$ cat config.mk
export PLATFORM = sky130hd
export DESIGN_NAME = fetch_ctrl
export DESIGN_NICKNAME = d
export VERILOG_FILES = /design/src/rtl/fetch_pkg.sv /design/src/rtl/fetch_fifo.sv /design/src/rtl/fetch_ctrl.sv
export SDC_FILE = /design/constraint.sdc
export NUM_CORES = 1
export LEC_CHECK = 0
export ABC_CLOCK_PERIOD_IN_PS = 4530
export CAP_MARGIN = 20
export CORE_MARGIN = 1.5
export CORE_UTILIZATION = 52
export CTS_CLUSTER_SIZE = 30
export DETAILED_ROUTE_END_ITERATION = 8
export PLACE_DENSITY = 0.81
export SETUP_SLACK_MARGIN = 0.5
export SLEW_MARGIN = 20
export SYNTH_ARGS = -nofsm -noshare
export SYNTH_HDL_FRONTEND = slang
export SYNTH_SLANG_ARGS = --single-unit
$ cat constraint.sdc
create_clock -name clk -period 4.53 [get_ports clk]
set_input_delay 1.359 -clock clk [delete_from_list [all_inputs] [get_ports clk]]
set_output_delay 1.359 -clock clk [all_outputs]
set_load 0.05 [all_outputs]
$ cat src/rtl/fetch_pkg.sv
// Shared types and default constants for the instruction-fetch sequencer.
package fetch_pkg;

    localparam int unsigned ADDR_W      = 32;
    localparam int unsigned INSTR_W     = 32;
    localparam int unsigned INSTR_BYTES = 4;

    localparam logic [ADDR_W-1:0] RESET_VECTOR = 32'hBFC0_0000;
    localparam logic [ADDR_W-1:0] ROM_BASE     = 32'hBFC0_0000;
    localparam logic [ADDR_W-1:0] ROM_LIMIT    = 32'hBFC0_0FFF;

    typedef enum logic [0:0] {
        Run,
        Fault
    } fetch_state_e;

    typedef struct packed {
        logic [ADDR_W-1:0]  pc;
        logic [INSTR_W-1:0] instr;
    } fetch_entry_t;

endpackage

$ cat src/rtl/fetch_fifo.sv
// Small circular prefetch buffer; flush beats push, pop on empty is ignored.
module fetch_fifo
    import fetch_pkg::*;
#(
    parameter int unsigned DEPTH   = 2,
    parameter type         entry_t = fetch_entry_t,
    localparam int unsigned CntW   = $clog2(DEPTH + 1),
    localparam int unsigned PtrW   = (DEPTH > 1) ? $clog2(DEPTH) : 1
) (
    input  logic            clk,
    input  logic            rst_n,
    input  logic            push_i,
    input  entry_t          data_i,
    input  logic            pop_i,
    input  logic            flush_i,
    output logic [CntW-1:0] count_o,
    output entry_t          head_o,
    output logic            full_o,
    output logic            empty_o
);

    entry_t          mem_q [DEPTH];
    logic [PtrW-1:0] rd_q, rd_d;
    logic [PtrW-1:0] wr_q, wr_d;
    logic [CntW-1:0] cnt_q, cnt_d;
    logic            do_push;
    logic            do_pop;

    function automatic logic [PtrW-1:0] ptr_inc(input logic [PtrW-1:0] p);
        return (p == PtrW'(DEPTH - 1)) ? '0 : p + 1'b1;
    endfunction

    assign empty_o = (cnt_q == '0);
    assign full_o  = (cnt_q == CntW'(DEPTH));
    assign count_o = cnt_q;
    assign head_o  = empty_o ? '0 : mem_q[rd_q];

    assign do_pop  = pop_i && !empty_o;
    // A full buffer can still accept a word when the head leaves this cycle.
    assign do_push = push_i && (!full_o || do_pop);

    always_comb begin
        rd_d  = rd_q;
        wr_d  = wr_q;
        cnt_d = cnt_q;
        if (flush_i) begin
            rd_d  = '0;
            wr_d  = '0;
            cnt_d = '0;
        end else begin
            if (do_push) wr_d = ptr_inc(wr_q);
            if (do_pop)  rd_d = ptr_inc(rd_q);
            if (do_push && !do_pop) begin
                cnt_d = cnt_q + 1'b1;
            end else if (do_pop && !do_push) begin
                cnt_d = cnt_q - 1'b1;
            end
        end
    end

    always_ff @(posedge clk or negedge rst_n) begin
        if (!rst_n) begin
            rd_q  <= '0;
            wr_q  <= '0;
            cnt_q <= '0;
            for (int i = 0; i < int'(DEPTH); i++) mem_q[i] <= '0;
        end else begin
            rd_q  <= rd_d;
            wr_q  <= wr_d;
            cnt_q <= cnt_d;
            if (do_push && !flush_i) mem_q[wr_q] <= data_i;
        end
    end

endmodule

$ cat src/rtl/fetch_ctrl.sv
// Fetch sequencer: owns the PC, checks the ROM window and feeds decode from a prefetch buffer.
module fetch_ctrl
    import fetch_pkg::*;
#(
    parameter int unsigned                   ADDRESS_WIDTH     = 32,
    parameter int unsigned                   INSTRUCTION_WIDTH = 32,
    parameter logic [ADDRESS_WIDTH-1:0]      RESET_VECTOR      = fetch_pkg::RESET_VECTOR,
    parameter logic [ADDRESS_WIDTH-1:0]      ROM_BASE          = fetch_pkg::ROM_BASE,
    parameter logic [ADDRESS_WIDTH-1:0]      ROM_LIMIT         = fetch_pkg::ROM_LIMIT,
    parameter int unsigned                   FIFO_DEPTH        = 2
) (
    input  logic                         clk,
    input  logic                         rst_n,
    output logic [ADDRESS_WIDTH-1:0]     imem_addr,
    input  logic [INSTRUCTION_WIDTH-1:0] imem_rdata,
    input  logic                         redirect_valid,
    input  logic [ADDRESS_WIDTH-1:0]     redirect_target,
    output logic                         instr_valid,
    input  logic                         instr_ready,
    output logic [INSTRUCTION_WIDTH-1:0] instr_out,
    output logic [ADDRESS_WIDTH-1:0]     instr_pc,
    output logic                         fetch_fault
);

    localparam int unsigned ExtW = ADDRESS_WIDTH + 1;
    localparam int unsigned CntW = $clog2(FIFO_DEPTH + 1);

    typedef struct packed {
        logic [ADDRESS_WIDTH-1:0]     pc;
        logic [INSTRUCTION_WIDTH-1:0] instr;
    } slot_t;

    fetch_state_e             state_q, state_d;
    logic [ADDRESS_WIDTH-1:0] pc_q, pc_d;
    logic [ExtW-1:0]          pc_ext;
    logic [ExtW-1:0]          last_byte;
    logic                     addr_ok;
    logic                     push;
    logic                     pop;
    slot_t                    push_data;
    slot_t                    head;
    logic [CntW-1:0]          fifo_count;
    logic                     fifo_full;
    logic                     fifo_empty;

    // Window check is done one bit wider so a PC near the top of memory cannot wrap into range.
    assign pc_ext    = {1'b0, pc_q};
    assign last_byte = pc_ext + ExtW'(INSTR_BYTES - 1);
    assign addr_ok   = (pc_q[1:0] == 2'b00)
                    && (pc_ext >= {1'b0, ROM_BASE})
                    && (last_byte <= {1'b0, ROM_LIMIT});

    assign pop  = instr_valid && instr_ready;
    assign push = (state_q == Run) && !redirect_valid && addr_ok && (!fifo_full || pop);

    assign push_data = '{pc: pc_q, instr: imem_rdata};

    always_comb begin
        state_d = state_q;
        pc_d    = pc_q;
        if (redirect_valid) begin
            state_d = Run;
            pc_d    = redirect_target;
        end else if (state_q == Run) begin
            if (!addr_ok) begin
                state_d = Fault;
            end else if (push) begin
                pc_d = pc_q + ADDRESS_WIDTH'(INSTR_BYTES);
            end
        end
    end

    always_ff @(posedge clk or negedge rst_n) begin
        if (!rst_n) begin
            state_q <= Run;
            pc_q    <= RESET_VECTOR;
        end else begin
            state_q <= state_d;
            pc_q    <= pc_d;
        end
    end

    fetch_fifo #(
        .DEPTH   (FIFO_DEPTH),
        .entry_t (slot_t)
    ) u_fifo (
        .clk     (clk),
        .rst_n   (rst_n),
        .push_i  (push),
        .data_i  (push_data),
        .pop_i   (pop),
        .flush_i (redirect_valid),
        .count_o (fifo_count),
        .head_o  (head),
        .full_o  (fifo_full),
        .empty_o (fifo_empty)
    );

    assign imem_addr   = pc_q;
    assign instr_valid = !fifo_empty;
    assign instr_out   = head.instr;
    assign instr_pc    = head.pc;
    assign fetch_fault = (state_q == Fault);

    a_count_bound: assert property (@(posedge clk) disable iff (!rst_n)
        fifo_count <= CntW'(FIFO_DEPTH));

endmodule

Word level (Yosys, flattened, before mapping) --
Index checks and enable logic that the tools add are counted.
Word-level totals: register bits after elaboration 165, bits of input ports 68, output and inout bits 98, word-level logic and storage cells 75
Operators by class: add/sub/neg operators 6, $lt $le $gt $ge 5, equal/unequal tests 2, mux-type cells 23, bitwise gates (word level) 3, reduce and logical (&&, ||, !) cells 27
Operator list (count):
- $mux W64 | 5
- $bwmux W128 | 1
- $mux W32 | 4
- $demux W64 S1 | 1
- $add A32 B2 Y33 const B | 1
- $le A33 B32 Y1 const B | 1
- $add A32 B3 Y32 const B | 1
- $ge A32 B32 Y1 const B | 1
- $logic_and A1 B1 Y1 | 12
- $mux W1 | 9
- $reduce_bool A2 Y1 | 4
- $mux W2 | 3
- $logic_not A1 Y1 | 5
- $ge A2 B2 Y1 const B | 2
- $logic_not A2 Y1 | 2
- $not A1 Y2 | 2
- $reduce_and A3 Y1 | 1
- $reduce_bool A3 Y1 | 1
- $add A1 B1 Y1 const B | 2
- $add A2 B1 Y2 const B | 1
- $eq A2 B2 Y1 const B | 1
- $logic_or A1 B1 Y1 | 2
- $lt A2 B1 Y1 const B | 1
- $ne A2 B2 Y1 const B | 1
- other kinds (2) | 2

Longest topological paths before layout --
word-level depth 11, gate-level depth with buffers 15, gate-level depth less buffers 12

Modules after synthesis --
A second synthesis with hierarchy kept.
Unflattened totals: cells, all modules 728, area total of the unflattened synthesis 8564.5 um^2
By module, submodules not included:
- fetch_fifo | times used 1, cells each 436, area each 6107.1 um^2, sequential area each 3303.2 um^2
- fetch_ctrl | times used 1, cells each 292, area each 2457.4 um^2, sequential area each 837.1 um^2

Worst setup path before layout --
Ideal clock, no wire load.
path type register -> register, start point register pc_q[0] (netlist: imem_addr[0]), end point register u_fifo.mem_q[103] (netlist name), library setup time 0.125 ns, arrival time 4.023 ns, data required time 4.405 ns, path slack 0.382 ns, cell stages (with the launch flop) 16, buffers on the path 3, period minus slack after synthesis 4.148 ns, path through dfrtp_1 > inv_1 > ha_1 > nand4b_1 > or4_1 > buf_2 > or3_1 > a211o_1 > a211oi_2 > a2111oi_2 > o211ai_4 > nand2_4 > or2_1 > buf_2 > buf_6 > mux2_4
On the way: longest elaborated chain between the ends 7, elaborated cells on any way between the ends 10, those cells by class add/sub: 1; order compare: 2; reduce/logical: 7
RTL lines:
- from (decl) | line fetch_ctrl.sv:34 | logic [ADDRESS_WIDTH-1:0] pc_q, pc_d;
- from (signal assigned) | line fetch_ctrl.sv:79 | pc_q <= pc_d;
- $add A32 B2 Y33, or another cell as far along | line fetch_ctrl.sv:48 | assign last_byte = pc_ext + ExtW'(INSTR_BYTES - 1);
- $le A33 B32 Y1 or $logic_and A1 B1 Y1 (tied branches) | line fetch_ctrl.sv:51, fetch_ctrl.sv:50
- $logic_and A1 B1 Y1 (*) | line fetch_ctrl.sv:51 | && (last_byte <= {1'b0, ROM_LIMIT});
- $logic_and A1 B1 Y1 (*) (2 in a row) | line fetch_ctrl.sv:54 | assign push = (state_q == Run) && !redirect_valid && addr_ok && (!fifo_full || pop);
- $logic_and A1 B1 Y1 (*) | line fetch_fifo.sv:40 | assign do_push = push_i && (!full_o || do_pop);
- $logic_and A1 B1 Y1 (*) | line fetch_fifo.sv:71 | if (do_push && !flush_i) mem_q[wr_q] <= data_i;
- to (signal, indexed assignment) | line fetch_fifo.sv:71
- to (decl) | line fetch_fifo.sv:22 | entry_t mem_q [DEPTH];
Every way passes the cells marked *; elsewhere a longest branch is shown, timed or not. A chain may end at the register's enable or synchronous reset.

Worst setup path after layout --
start point register pc_q[0] (netlist: imem_addr[0]), end point register u_fifo.mem_q[82] (netlist name)
Same word-level chain as after synthesis.

==> out/results.txt <==
Hold Crit Endpoint: u_fifo.mem_q[61]$_DFFE_PN0P_
Via-per-instance ratio: 5.619
Register Area: 4149 um2
Worst-Skew Late Latency: 430 ps
Share of cells above drive strength 1: 0.2019
RSZ-0062 raised after global routing: false
Hold_sp: u_fifo.mem_q[61]$_DFFE_PN0P_
Largest net degree at the start of global routing: 88
Sequential Power Share: 0.459
Hold WC Path Type: flop to flop
Synth Area in XOR/XNOR: 0.01729
WS Path Type: flop to flop
Worst hold stages: 1
Detail Route met2 WL: 9722 um
HPWL after DPL: 13630 um
Antenna Nets Post-Route: 0
Fin nets: 994
Slew @ Worst Pin: 788.4 ps
CP delay by family, top: simple AND/OR/NAND/NOR gates
Uppermost layer routed: met5
Residual DRC: 0
CP peak stage delay: 560 ps
Setup Skew: 14.55 ps
Area of the multi-input gates: 3762 um2
Outcome: finished, final reports clean
Final RePlAce weighted congestion: 0.8956
Synth Area in Simple Gates: 0.1447
H-tree depth: 4
Area Overhead vs Synth: 34.57%
Most used DFF post-synth: dfrtp_1
# IOs: 166
Worst Path Buf+Inv: 3
Mapped Area: 8104 um2
Leakage power: 4.716 nW
CTS tree: built
Crit-path slowest cell: or4_4
EDFF count, synth: 0
Crit path max fanout: 33
Yosys cell types: 57
Final hold violation count: 0
Gr usage total: 0.2611
Worst Reg-to-Reg Cells: 14
Pins Over Slew Limit: 0
Largest family of logic cells by synthesized area: multiplexers
Sw power: 0.001132 W
Max Clk Rate: 255.1 MHz
Max cap viols: 0
Root buffer cell: clkbuf_16
DRT Pass-1 Iters: 4
Total Neg Setup Slack: 0 ps
Synth Area in Adders: 0.004632
Power Density: 368.4 nW/um2
CTS Buffer Depth: 2
Worst R2R Start: imem_addr[0]$_DFFE_PN0P_
Wl on met1: 9292 um
Vias in the first global route: 6395
Grt total ovfl: 0
Filler instances: 1089
Async SR Flop Fraction: 1.000
Die width: 127.8 um
FF-to-FF End: u_fifo.mem_q[82]$_DFFE_PN0P_
Routed Wire Length: 20600 um
Die Area: 16340 um2
Slew margin rel.: 0.4744
Final Total Pwr: 0.004018 W
Met3 WL: 1083 um
Synth warn: 0
Switching share of power: 0.2817
Peak VDD IR: 0.3125 mV
DR iter-0 viols: 444
Chip Height: 127.8 um
Initial Util: 0.5331
Syn Nets: 821
Worst-path clk slew: 70 ps
Compound-cell area share of the yosys netlist: 0.09217
Crit. End Element: flop
Setup violations, final: 0
FP Rows: 45
Worst path arrival time: 4240 ps
Internal power: 0.002886 W
Cell Chain, Critical Path: inv_1 -> ha_2 -> nand4b_1 -> or4_4 -> or3_1 -> a211o_1 -> a211oi_4 -> a2111oi_4 -> o211ai_4 -> nand2_4 -> buf_8 -> nor2_4 -> clkbuf_16 -> mux2_2
Clock power frac: 0.357
Core area: 15200 um2
# clock sinks: 165
TritonCTS buffer count: 17
Reg2Reg Setup Slack: 610 ps
Crit path launch type: flop
Combinational Power Share: 0.184
Fin crit share: 0.8654
Final min period: 3920 ps
Cells after Synth: 750
Req. time, crit path: 4850 ps
Seq/Total Area, Yosys: 0.5109
Avg Cell Area, Syn: 10.81 um2
Antenna violations before repair: 1
Wire per inst: 18.32 um
Number of I/O port buffers: 165
N_diodes: 0
Proportion of synthesized area in mux cells: 0.1970
Vias: 6316
First-pass GRT wire length: 33080 um
Yosys reg bits: 165
worst max-delay path by stage:
stage | from | endpoint | slack [ps] | depth (start not counted)
global route | imem_addr[0]$_DFFE_PN0P_ | u_fifo.mem_q[82]$_DFFE_PN0P_ | 490 | 14
global placement | imem_addr[0]$_DFFE_PN0P_ | u_fifo.mem_q[100]$_DFFE_PN0P_ | 260 | 11
floorplan | imem_addr[3]$_DFFE_PN0P_ | u_fifo.mem_q[103]$_DFFE_PN0P_ | 500 | 14
CTS | imem_addr[1]$_DFFE_PN0P_ | u_fifo.mem_q[74]$_DFFE_PN0P_ | 500 | 14
finish | imem_addr[0]$_DFFE_PN0P_ | u_fifo.mem_q[82]$_DFFE_PN0P_ | 610 | 14
detailed placement | imem_addr[0]$_DFFE_PN0P_ | u_fifo.mem_q[100]$_DFFE_PN0P_ | 160 | 11
worst reg2reg max path: stages (launching register included):
cell and delay (ps):
dfrtp_2 370, inv_1 80, ha_2 220, nand4b_1 220, or4_4 560, or3_1 360, a211o_1 300, a211oi_4 250
a2111oi_4 140, o211ai_4 230, nand2_4 70, buf_8 190, nor2_4 260, clkbuf_16 220, mux2_2 340
stage by stage:
stage                     cells  worst slack [ps]    util  hold slack [ps]  cell area, um2
final                      1124             609.8  0.7174            469.7           10910
after global routing       1124             487.0  0.7174            478.9           10910
after CTS                  1120             503.7  0.7133            470.7           10840
after detailed placement   1077             157.8  0.6613            452.1           10050
after global placement     1077             257.1  0.6613            448.9           10050
after floorplan             750             504.7       -            434.0            8108
cells in the mapped netlist (all sizes together) (5+ instances only):
cell type | instances | area [um2]
nor3 | 13 | 75.07
nor4 | 5 | 37.53
o21ai | 48 | 240.2
or3 | 7 | 43.79
xnor2 | 13 | 113.9
nand2 | 60 | 232.7
dfrtp | 156 | 3904
nand4 | 13 | 87.58
dfstp | 9 | 236.5
nand2b | 21 | 131.4
nor2 | 86 | 327.8
mux2i | 68 | 680.7
o21a | 6 | 45.04
clkbuf | 27 | 101.4
nand3 | 19 | 95.09
a31oi | 7 | 43.79
mux2 | 80 | 915.9
inv | 12 | 45.04
a21o | 23 | 172.7
buf | 24 | 120.1
power groups by stage:
stage | clock (W) | sequential, W | combinational, W
after floorplan | 0 | 0.00191 | 0.000389
after global placement | 0 | 0.00185 | 0.000702
after detailed placement | 0 | 0.00186 | 0.000723
after CTS | 0.00145 | 0.00184 | 0.000740
after global routing | 0.00153 | 0.00187 | 0.000805
final | 0.00144 | 0.00184 | 0.000739
per-layer routing:
metal | vias up | global-route usage
li1 | 2993 | -
met1 | 3111 | 0.3481
met2 | 174 | 0.4096
met3 | 36 | 0.06636
met4 | 2 | 0.1077
met5 | - | 0
registers in the layout (all words and copies together) (netlist names):
name and cells:
fetch_fault 1, imem_addr 32, u_fifo.count_o 2, u_fifo.mem_q 128
u_fifo.rd_q 1, u_fifo.wr_q 1
cells in the final DEF, fill, tap and decap left out, drive strengths merged, types with 4 or more instances in the layout:
cell / n
a21o: 23
a21oi: 4
a31oi: 7
and4: 4
buf: 38
clkbuf: 19
clkdlybuf4s50: 164
clkinv: 8
dfrtp: 156
dfstp: 9
inv: 14
mux2: 80
mux2i: 68
nand2: 60
nand2b: 21
nand3: 19
nand4: 13
nor2: 87
nor3: 13
nor4: 5
o21a: 6
o21ai: 48
o31a: 4
or2: 4
or3: 7
or4: 4
xnor2: 13
area by class of cell:
type                            instances  area share
Timing Repair Buffer                  204      0.1942
Tap cell                              188     0.02157
Sequential cell                       165      0.3804
Clock inverter                         14     0.01400
Multi-Input combinational cell        522      0.3450
Inverter                               13    0.004475
Clock buffer                           18     0.04027
kinds of logic (layout without fill, tap and decap cells):
| group | count (synthesis) | count (layout) |
|---|---|---|
| AO/OA/AOI/OAI | 111 | 111 |
| adder cells (fa/ha/maj) | 3 | 3 |
| AND/OR/NAND/NOR | 243 | 244 |
| multiplexers | 148 | 148 |
| buffers and inverters | 64 | 249 |
| flip-flops | 165 | 165 |
| XOR/XNOR | 16 | 16 |
what timing repair did:
| item | 4_1_cts | 5_1_grt |
|---|---|---|
| hold buffers | 0 | 0 |
| cloned | 2 | 2 |
| gates resized for setup | 8 | 4 |
| pin swaps | 3 | 5 |
| setup endpoints to repair | 128 | 122 |
| buffers inserted | 9 | 2 |
Note: power is estimated with default switching activity, not from simulation.
